==> src/rtl/mac_rx_header_align.sv <==
// RX XGMII lane aligner: realigns lane-3 starts so FB always exits in lane 7.
// Optional saturating stats counters when MAC_RX_ALIGN_STATS_EN is defined.
module mac_rx_header_align #(
  parameter logic [7:0] P_IDLE  = 8'h07,
  parameter logic [7:0] P_START = 8'hFB,
  parameter logic [7:0] P_TERM  = 8'hFD
`ifdef MAC_RX_ALIGN_STATS_EN
  , parameter int P_CNT_W = 32
`endif
) (
  input  logic        i_clk,
  input  logic        i_rst,
  input  logic [63:0] i_xgmii_rxd,
  input  logic [7:0]  i_xgmii_rxc,
  output logic [63:0] o_xgmii_rxd,
  output logic [7:0]  o_xgmii_rxc,
  output logic        o_sof,
  output logic        o_eof,
  output logic        o_align_err
`ifdef MAC_RX_ALIGN_STATS_EN
  ,
  output logic [P_CNT_W-1:0] o_frame_cnt,
  output logic [P_CNT_W-1:0] o_shift_cnt,
  output logic [P_CNT_W-1:0] o_err_cnt
`endif
);

  localparam logic [63:0] L_IDLE_W = {8{P_IDLE}};
  localparam logic [31:0] L_IDLE_H = {4{P_IDLE}};

  logic [63:0] d1_d;
  logic [63:0] d2_d;
  logic [7:0]  d1_c;
  logic [7:0]  d2_c;
  logic        r_shift;

  logic        sof7;
  logic        sof3;
  logic        in_err;
  logic        nxt_shift;
  logic [63:0] nxt_d;
  logic [7:0]  nxt_c;
  logic        nxt_sof;
  logic        nxt_eof;

  // Start detection on the word currently held in d1
  always_comb begin
    sof7 = (d1_d[63:56] == P_START) && d1_c[7];
    sof3 = (d1_d[31:24] == P_START) && d1_c[3];
  end

  // Misplaced start: control FB in any lane other than 7 or 3
  always_comb begin
    in_err = 1'b0;
    for (int k = 0; k < 8; k++) begin
      if (k != 7 && k != 3 && i_xgmii_rxc[k] &&
          i_xgmii_rxd[8*k +: 8] == P_START) begin
        in_err = 1'b1;
      end
    end
  end

  // Mode update: lane-7 start wins over a simultaneous lane-3 start
  always_comb begin
    nxt_shift = r_shift;
    if (sof7) begin
      nxt_shift = 1'b0;
    end else if (sof3) begin
      nxt_shift = 1'b1;
    end
  end

  // Output mux; idle fill stops the new FB word appearing twice
  always_comb begin
    nxt_d = d2_d;
    nxt_c = d2_c;
    if (r_shift && sof7) begin
      nxt_d = {d2_d[31:0], L_IDLE_H};
      nxt_c = {d2_c[3:0], 4'hF};
    end else if (r_shift) begin
      nxt_d = {d2_d[31:0], d1_d[63:32]};
      nxt_c = {d2_c[3:0], d1_c[7:4]};
    end
  end

  // Frame markers decoded from the word about to be registered out
  always_comb begin
    nxt_sof = (nxt_d[63:56] == P_START) && nxt_c[7];
    nxt_eof = 1'b0;
    for (int k = 0; k < 8; k++) begin
      if (nxt_c[k] && nxt_d[8*k +: 8] == P_TERM) begin
        nxt_eof = 1'b1;
      end
    end
  end

  // Delay line, mode register and registered outputs
  always_ff @(posedge i_clk or posedge i_rst) begin
    if (i_rst) begin
      d1_d        <= L_IDLE_W;
      d1_c        <= 8'hFF;
      d2_d        <= L_IDLE_W;
      d2_c        <= 8'hFF;
      r_shift     <= 1'b0;
      o_xgmii_rxd <= L_IDLE_W;
      o_xgmii_rxc <= 8'hFF;
      o_sof       <= 1'b0;
      o_eof       <= 1'b0;
      o_align_err <= 1'b0;
    end else begin
      d1_d        <= i_xgmii_rxd;
      d1_c        <= i_xgmii_rxc;
      d2_d        <= d1_d;
      d2_c        <= d1_c;
      r_shift     <= nxt_shift;
      o_xgmii_rxd <= nxt_d;
      o_xgmii_rxc <= nxt_c;
      o_sof       <= nxt_sof;
      o_eof       <= nxt_eof;
      o_align_err <= in_err;
    end
  end

`ifdef MAC_RX_ALIGN_STATS_EN
  // Saturating statistics; o_align_err is high while the bad word is in d1
  always_ff @(posedge i_clk or posedge i_rst) begin
    if (i_rst) begin
      o_frame_cnt <= '0;
      o_shift_cnt <= '0;
      o_err_cnt   <= '0;
    end else begin
      if ((sof7 || sof3) && o_frame_cnt != '1) begin
        o_frame_cnt <= o_frame_cnt + 1'b1;
      end
      if (!sof7 && sof3 && o_shift_cnt != '1) begin
        o_shift_cnt <= o_shift_cnt + 1'b1;
      end
      if (o_align_err && o_err_cnt != '1) begin
        o_err_cnt <= o_err_cnt + 1'b1;
      end
    end
  end
`endif

endmodule
==> config.mk <==
export PLATFORM = sky130hd
export DESIGN_NAME = mac_rx_header_align
export DESIGN_NICKNAME = d
export VERILOG_FILES = /design/src/rtl/mac_rx_header_align.sv
export SDC_FILE = /design/constraint.sdc
export NUM_CORES = 1
export LEC_CHECK = 0
export ABC_CLOCK_PERIOD_IN_PS = 8700
export CAP_MARGIN = 40
export CORE_ASPECT_RATIO = 2
export CORE_MARGIN = 2
export CORE_UTILIZATION = 45
export CTS_BUF_LIST = sky130_fd_sc_hd__clkbuf_2 sky130_fd_sc_hd__clkbuf_4 sky130_fd_sc_hd__clkbuf_8
export DETAILED_ROUTE_END_ITERATION = 6
export PLACE_DENSITY = 0.83
export SLEW_MARGIN = 20
export SYNTH_ARGS = -nofsm -noshare
export SYNTH_HDL_FRONTEND = slang
export SYNTH_SLANG_ARGS = --single-unit
==> constraint.sdc <==
create_clock -name i_clk -period 8.7 [get_ports i_clk]
set_clock_uncertainty 0.15 [all_clocks]
set_input_delay 1.305 -clock i_clk [delete_from_list [all_inputs] [get_ports i_clk]]
set_output_delay 1.305 -clock i_clk [all_outputs]
set_load 0.05 [all_outputs]
==> results_dict.tcl, run 1 <==
set metrics [dict create \
    clock_latency_ps 540 \
    ys_ff_latch 220 \
    switching_share 0.254 \
    drc_errors 0 \
    r2r_cells 5 \
    critPathCaptureType "primary output" \
    cts_hold_buf 0 \
    hold_path_depth 0 \
    worstPathBufferInverterCount 1 \
    via_count 4422 \
    synthDistinctLibCells 42 \
    status "complete, no violations" \
    tns_ps 0 \
    clkSinkCount 220 \
    syn_area_um2 7210 \
    wirelength_mm 16.6 \
    place_area_um2 8940 \
    ys.warnings.count 0 \
    die_w_um 93.5 \
    wl_per_cell_um 19.3 \
    syn_area_per_cell_um2 15.3 \
    finalSetupViolations 0 \
    vias_per_cell 5.15 \
    cts_resized 0 \
    hold_violations 0 \
    synthTopCellsByArea "dfrtp_1 (43%), dfstp_2 (35%), mux2_2 (5.6%)" \
    clkSlewWorstSetupHoldPaths_ps 70 \
    min_period_over_period 0.384 \
    p_sw_mw 0.579 \
    dr.first_iter.drc_count 173 \
    vdd_drop_max_uv 99.8 \
    synth_fp_nets 544 \
    antenna_found_initial 0 \
    pwr-share-clk 0.363 \
    post_cts_buffers 0 \
    cts_root_buf "clkbuf_8" \
    path_delay_family "buffers and inverters" \
    grt_use_total 0.202 \
    synth_top_area_cell "dfrtp_1" \
    max_freq_ghz 0.299 \
    ioPinCount 149 \
    place.gp.congestion 0.856 \
    cts_tree "done" \
    seq_area_frac_synth 0.781 \
    overflow 0 \
    rsz0062_at_grt "false" \
    grt_max_degree 138 \
    leakagePower_nw 3.97 \
    post-route-util 0.613 \
    dp.cells 807 \
    die-area_um2 17100 \
    clock_path_buffers 3 \
    critPathRequiredTime_ps 7240 \
    nets 711 \
    drv_cap 0 \
    cp_max_fo 1 \
    drive_gt1_frac 0.293 \
    postRouteAntennaNets 0 \
    dp_hpwl_mm 12.0 \
    maxSlewHeadroom 0.433 \
    cp_cell_sequence "clkdlybuf4s50_1" \
    grt_pass1_wl_mm 26.1 \
    crit_type "flop to primary output" \
    fin_cells 859 \
    worstMarginPinSlew_ps 850 \
    diodes 0 \
    crit_cells 1 \
    cp.arrival_ps 1880 \
    synth_top_area_share 0.431 \
    io_buffers 148 \
    final_area_um2 9620 \
    pwr-share-seq 0.503 \
    p_comb_frac 0.134 \
    crit_path_start_kind "flop" \
    period_minus_slack_ps 3340 \
    cts_max_level 1 \
    dr.pass1.iters 4 \
    min-delay-path-class "flop to flop" \
    power.internal_mw 1.70 \
    powerDensity_nw_per_um2 237 \
    coreArea_um2 15700 \
    crit_slowest_cell "clkdlybuf4s50_1" \
    drv_slew 0 \
    row_count 65 \
    postSynthCellCount 470 \
    syn_to_final_growth_pct 33.5 \
    first_global_vias 4994 \
    worst_path_largest_cell_delay_ps 820 \
    die_h_um 183 \
    r2r_slack_ps 6350 \
    numCtsBuffers 28 \
    start_util 0.459 \
]
## power groups by stage
stage	clock network (mW)	logic, mW	registers [mW]
after floorplan	0	0.0755	1.26
after global placement	0	0.295	1.16
after detailed placement	0	0.304	1.16
after CTS	0.846	0.305	1.15
after global routing	0.898	0.321	1.15
final	0.827	0.304	1.15
## cell usage after synthesis
master	n
dfrtp_1	124
a21o_1	4
nand3b_4	1
and3b_1	1
o32a_1	2
inv_1	10
and4_1	2
a32o_1	2
nand3b_1	2
o21a_1	1
buf_1	2
nor2b_1	4
nor4b_1	1
a22o_1	6
buf_2	9
nor3_2	1
o21ai_0	9
clkbuf_1	5
or4_1	1
o32ai_1	1
a2bb2oi_1	1
a32oi_1	1
nor4_1	9
mux2_2	36
nor2_1	32
nand4b_1	4
and4b_1	1
o22ai_1	7
nand3_1	9
o31a_1	1
dfstp_2	96
buf_6	1
nand4_1	15
a41oi_1	1
nand2_1	38
nor3_1	6
a21oi_1	15
a31oi_1	1
o211ai_1	1
and3_1	1
o2bb2ai_1	5
a311oi_1	1
## layout make-up
type | count | area (µm²)
flip-flops and latches | 220 | 5630
repair buffers | 154 | 1580
well taps | 201 | 251
fillers | 1120 | 6070
clock inverters | 6 | 80.1
multi-input cells | 223 | 1470
inverters | 10 | 45.0
clock buffers | 45 | 569
## layer usage
metal | part of all wire | up-vias | GRT usage
met2 | 0.57 | 171 | 0.370
met1 | 0.32 | 2217 | 0.210
met4 | 0.060 | 0 | 0.129
li1 | - | 1973 | -
met3 | 0.047 | 61 | 0.0292
met5 | 0 | - | 0
## flip-flops by register name, indices dropped and copies added, names as in the netlist
name         cells
r_shift          1
o_eof            1
o_xgmii_rxc      8
d1_c             8
o_align_err      1
o_xgmii_rxd     64
d1_d            64
d2_d            64
o_sof            1
d2_c             8
## metrics by stage
step / hold WS [ps] / worst slack (ps) / power (mW)
3_5_place_dp: 186 / 5250 / 1.47
5_1_grt: 199 / 5320 / 2.37
2_1_floorplan: 181 / 1380 / 1.33
3_3_place_gp: 183 / 4990 / 1.46
6_report: 200 / 5360 / 2.28
4_1_cts: 199 / 5320 / 2.30
## cell usage in the layout, fill, tap and decap left out, types with 3 or more instances in the layout
cell type        instances
o21ai_0                  9
nor4_1                   9
nand4b_1                 4
nand2_1                 38
o2bb2ai_1                5
nand4_1                 15
a21o_1                   4
clkbuf_4                 8
nor2_1                  32
mux2_2                  36
a22o_1                   6
inv_1                    9
clkbuf_8                37
clkinv_2                 4
buf_4                    3
dfstp_2                 96
clkdlybuf4s50_1        148
dfrtp_1                123
a21oi_1                 15
nand3_1                  9
nor3_1                   6
nor2b_1                  4
o22ai_1                  7
## cell families (layout without fill, tap and decap cells)
kind of cell | Yosys count | count (layout) | synth area share
AO/OA/AOI/OAI | 59 | 59 | 0.0561
flip-flops | 220 | 220 | 0.781
multiplexers | 36 | 36 | 0.0563
AND/OR/NAND/NOR | 128 | 128 | 0.0905
buffers and inverters | 27 | 215 | 0.0167
## path summary, 6_finish.rpt
check	startpoint	to
max	o_xgmii_rxd[17]	o_xgmii_rxd[17]
min in group asynchronous	i_rst	d1_d[11]
min	d1_d[20]	d2_d[20]
min reg2reg	d1_d[20]	d2_d[20]
max reg2reg	d1_c[7]	o_eof
max in group asynchronous	i_rst	o_xgmii_rxc[7]
Note: power is estimated with default switching activity, not from simulation.
==> run 2: changes to the inputs <==
--- a/config.mk
+++ b/config.mk
@@ -5,14 +5,14 @@
 export SDC_FILE = /design/constraint.sdc
 export NUM_CORES = 1
 export LEC_CHECK = 0
-export ABC_CLOCK_PERIOD_IN_PS = 8700
+export ABC_CLOCK_PERIOD_IN_PS = 2800
 export CAP_MARGIN = 40
 export CORE_ASPECT_RATIO = 2
 export CORE_MARGIN = 2
 export CORE_UTILIZATION = 45
 export CTS_BUF_LIST = sky130_fd_sc_hd__clkbuf_2 sky130_fd_sc_hd__clkbuf_4 sky130_fd_sc_hd__clkbuf_8
 export DETAILED_ROUTE_END_ITERATION = 6
-export PLACE_DENSITY = 0.83
+export PLACE_DENSITY = 0.85
 export SLEW_MARGIN = 20
 export SYNTH_ARGS = -nofsm -noshare
 export SYNTH_HDL_FRONTEND = slang
==> constraint.sdc (replaced) <==
create_clock -name i_clk -period 2.8 [get_ports i_clk]
set_clock_uncertainty 0.15 [all_clocks]
set_input_delay 0.42 -clock i_clk [delete_from_list [all_inputs] [get_ports i_clk]]
set_output_delay 0.42 -clock i_clk [all_outputs]
set_load 0.05 [all_outputs]
==> run 2 against run 1 <==
Against the previous run:
- first-iteration DRC count is 47% higher
- worst hold slack got worse by 56 ps
- final area hardly changed
- register-to-register slack lost 5800 ps
- non-clock buffer count up 6
- global-route usage increased by 0.11 points
- flip-flop and latch count stayed put
- sequential power rose to 3.1 times the previous value
- routed wire length is 1.8% higher
==> results_dict.tcl, run 2 (same netlist as run 1, synthesis figures left out) <==
set metrics [dict create \
    ioPinCount 149 \
    syn_to_final_growth_pct 33.5 \
    worstMarginPinSlew_ps 646 \
    cts_root_buf "clkbuf_8" \
    diodes 0 \
    tns_ps 0 \
    finalSetupViolations 0 \
    vdd_drop_max_uv 363 \
    cp.arrival_ps 1870 \
    die_h_um 183 \
    place.gp.congestion 0.893 \
    numCtsBuffers 27 \
    worst_slack_ps 359 \
    cts_max_level 1 \
    whs_ps 144 \
    io_buffers 148 \
    nets 716 \
    grt_pass1_wl_mm 26.0 \
    antenna_found_initial 0 \
    grt_use_total 0.203 \
    drv_cap 0 \
    critPathCaptureType "primary output" \
    dr.first_iter.drc_count 254 \
    wirelength_mm 16.9 \
    dr.pass1.iters 4 \
    dp.cells 814 \
    clock_latency_ps 530 \
    hold_violations 0 \
    crit_type "flop to primary output" \
    finalPower_mw 6.98 \
    clkSinkCount 220 \
    pre_cts_ws_ps 611 \
    period_minus_slack_ps 2440 \
    min-delay-path-class "primary input to flop" \
    min_period_over_period 0.872 \
    final_common_cell "clkdlybuf4s50_1" \
    drive_gt1_frac 0.298 \
    worstPathBufferInverterCount 1 \
    overflow 0 \
    wl_per_cell_um 19.6 \
    post_cts_buffers 0 \
    cp_max_fo 1 \
    clock_path_buffers 3 \
    worst_path_largest_cell_delay_ps 830 \
    vias_per_cell 5.14 \
    die_w_um 93.5 \
    coreArea_um2 15700 \
    fin_cells 863 \
    crit_path_start_kind "flop" \
    path_delay_family "buffers and inverters" \
    cts_resized 0 \
    crit_slowest_cell "clkdlybuf4s50_1" \
    status "complete, no violations" \
    dp_hpwl_mm 12.7 \
    max_freq_ghz 0.410 \
    cp_cell_sequence "clkdlybuf4s50_1" \
    final_cell_mix "clkdlybuf4s50_1 (148), dfrtp_1 (123), dfstp_2 (96)" \
    rsz0062_at_grt "false" \
    drc_errors 0 \
    postRouteAntennaNets 0 \
    via_count 4437 \
    critPathRequiredTime_ps 2230 \
    cts_hold_buf 0 \
    leakagePower_nw 3.96 \
    clkSlewWorstSetupHoldPaths_ps 70 \
    row_count 65 \
    grt_max_degree 54 \
    drv_slew 0 \
    cts_tree "done" \
    die-area_um2 17100 \
    start_util 0.459 \
    first_global_vias 4881 \
    largestRegisters "d1_d (64), d2_d (64), o_xgmii_rxd (64)" \
    powerDensity_nw_per_um2 725 \
    maxSlewHeadroom 0.568 \
]
==> run 2: worst paths after layout <==
| path | end | slack [ps] | depth (start not counted) | start |
|---|---|---|---|---|
| max | o_xgmii_rxd[10] | 360 | 1 | o_xgmii_rxd[10] |
| min in group asynchronous | o_xgmii_rxd[44] | 180 | 2 | i_rst |
| max reg2reg | o_eof | 570 | 5 | r_shift |
| min | d1_c[3] | 140 | 1 | i_xgmii_rxc[3] |
| min reg2reg | d2_d[14] | 200 | 0 | d1_d[14] |
| max in group asynchronous | d2_d[18] | 1590 | 3 | i_rst |
==> run 2: stage by stage <==
step                cell area, µm²   util
floorplan                     7210      -
global placement              9000  0.574
detailed placement            9000  0.574
CTS                           9620  0.613
global route                  9620  0.613
finish                        9620  0.613
==> run 2: final cells by class <==
class                      instances  area (µm²)
clock buffer                      42         534
clock inverter                     7        85.1
fill                            1148        6070
inverter                          10        41.3
multi-input combinational        223        1460
sequential                       220        5630
tap                              201         251
timing repair buffer             160        1620
==> run 2: metal layers <==
layer  track usage  routed length [µm]  up-vias
met2         0.377                9660      194
met1         0.210                5340     2207
met3        0.0247                 826       56
met5             0                   0        -
met4         0.128                1050        0
li1              -                   -     1980
==> run 2: worst register-to-register path, stage by stage (launching register included) <==
cell and delay [ps]:
dfrtp_4 600, buf_4 340, mux2_2 390, and3b_1 180
a311oi_1 290, nand4_1 140
==> run 2: report_power, final <==
part / switching [mW] / internal, mW
Sequential: 0.125 / 3.44
Combinational: 0.580 / 0.361
Clock: 1.07 / 1.40
Total: 1.77 / 5.21
==> run 3: changes to the inputs <==
--- a/config.mk
+++ b/config.mk
@@ -12,7 +12,9 @@
 export CORE_UTILIZATION = 45
 export CTS_BUF_LIST = sky130_fd_sc_hd__clkbuf_2 sky130_fd_sc_hd__clkbuf_4 sky130_fd_sc_hd__clkbuf_8
 export DETAILED_ROUTE_END_ITERATION = 6
+export HOLD_SLACK_MARGIN = 0.15
 export PLACE_DENSITY = 0.85
+export SETUP_SLACK_MARGIN = 0.02
 export SLEW_MARGIN = 20
 export SYNTH_ARGS = -nofsm -noshare
 export SYNTH_HDL_FRONTEND = slang
==> run 3 against run 2 <==
Against the previous run:
- highest routed layer unchanged
- critical endpoint is now o_xgmii_rxd[34]
- maximum frequency about the same
- final cell count up 0.70%
- worst setup slack gained 1.6 ps
==> results_dict.tcl, run 3 (same netlist as run 1, synthesis figures left out) <==
set metrics [dict create \
    status "complete, no violations" \
    whs_ps 168 \
    clock_latency_ps 530 \
    drv_cap 0 \
    via_count 4498 \
    nets 722 \
    period_minus_slack_ps 2440 \
    critPathCaptureType "primary output" \
    drc_errors 0 \
    cp_cell_sequence "clkdlybuf4s50_1" \
    grt_max_degree 54 \
    r2r_cells 5 \
    finalSetupViolations 0 \
    start_util 0.459 \
    worstMarginPinSlew_ps 644 \
    cts_resized 0 \
    cp_max_fo 1 \
    postRouteAntennaNets 0 \
    largestRegisters "d1_d (64), d2_d (64), o_xgmii_rxd (64)" \
    reg2reg_to "o_eof" \
    vias_per_cell 5.18 \
    worstHoldStart "i_xgmii_rxd[30]" \
    powerDensity_nw_per_um2 723 \
    dr.first_iter.drc_count 276 \
    min-delay-path-class "primary input to flop" \
    ioPinCount 149 \
    antenna_found_initial 0 \
    final_common_cell "clkdlybuf4s50_1" \
    r2r-start "r_shift" \
    place.gp.congestion 0.893 \
    syn_to_final_growth_pct 34.4 \
    wl_per_cell_um 19.8 \
    dp_hpwl_mm 12.7 \
    crit_slowest_cell "clkdlybuf4s50_1" \
    cts_max_level 1 \
    crit_type "flop to primary output" \
    worstPathBufferInverterCount 1 \
    clkSlewWorstSetupHoldPaths_ps 70 \
    hold_violations 0 \
    finalPower_mw 7.00 \
    post-route-util 0.617 \
    min_period_over_period 0.871 \
    worst_path_largest_cell_delay_ps 800 \
    die_w_um 93.5 \
    die-area_um2 17100 \
    clkSinkCount 220 \
    grt_use_total 0.208 \
    crit_path_start_kind "flop" \
    grt_pass1_wl_mm 26.6 \
    first_global_vias 4928 \
    hold_path_depth 1 \
    r2r_slack_ps 580 \
    numCtsBuffers 27 \
    path_delay_family "buffers and inverters" \
    whs_endpoint "d1_d[30]" \
    clock_path_buffers 3 \
    dr.pass1.iters 5 \
    post_cts_buffers 0 \
    cts_root_buf "clkbuf_8" \
    io_buffers 148 \
    place_area_um2 9000 \
    drive_gt1_frac 0.295 \
    overflow 0 \
    wirelength_mm 17.2 \
    vdd_drop_max_uv 363 \
    leakagePower_nw 3.99 \
    cts_tree "done" \
    diodes 0 \
    final_cell_mix "clkdlybuf4s50_1 (148), dfrtp_1 (123), dfstp_2 (96)" \
    critPathRequiredTime_ps 2230 \
    cp.arrival_ps 1870 \
    tns_ps 0 \
    maxSlewHeadroom 0.570 \
    final_area_um2 9680 \
    rsz0062_at_grt "false" \
    die_h_um 183 \
    drv_slew 0 \
    coreArea_um2 15700 \
    max_freq_ghz 0.410 \
    crit_cells 1 \
    row_count 65 \
]
## run 3: cell types whose count changed in the layout (fill, tap and decap cells not counted)
| cell | delta |
|---|---|
| dlygate4sd3_1 | +6 |
## run 3: through the flow
stage,instances,setup slack [ps]
global route,869,314
detailed placement,814,611
global placement,814,663
floorplan,470,-560
CTS,869,331
finish,869,361
## run 3: cell type report
cell class	count	area, µm²
repair buffers	166	1680
well taps	201	251
clock buffers	42	534
multi-input cells	223	1460
inverters	10	41.3
fillers	1141	6010
flip-flops and latches	220	5630
clock inverters	7	85.1
## run 3: worst max path at each step
| stage | from | to | slack, ps |
|---|---|---|---|
| finish | o_xgmii_rxd[34] | o_xgmii_rxd[34] | 360 |
| global route | o_xgmii_rxd[10] | o_xgmii_rxd[10] | 310 |
| CTS | o_xgmii_rxd[34] | o_xgmii_rxd[34] | 330 |
| detailed placement | d1_c[7] | o_eof | 610 |
| global placement | r_shift | o_eof | 660 |
| floorplan | i_rst | d1_d[11] | -560 |
## run 3: layer usage
layer,up-vias,wire [µm],GRT usage,part of all wire
li1,1992,-,-,-
met1,2250,5540,0.217,0.32
met2,191,9780,0.380,0.57
met3,65,752,0.0247,0.044
met4,0,1170,0.138,0.068
met5,-,0,0,0
## run 3: repair_timing
action / in CTS / in global routing
setup endpoints to repair: 0 / 0
hold buffers: 6 / 0
hold endpoints to repair: 6 / 0
## run 3: power by group
part / switching (mW) / internal [mW] / total, mW
logic: 0.584 / 0.366 / 0.950
registers: 0.127 / 3.44 / 3.57
clock network: 1.08 / 1.40 / 2.48
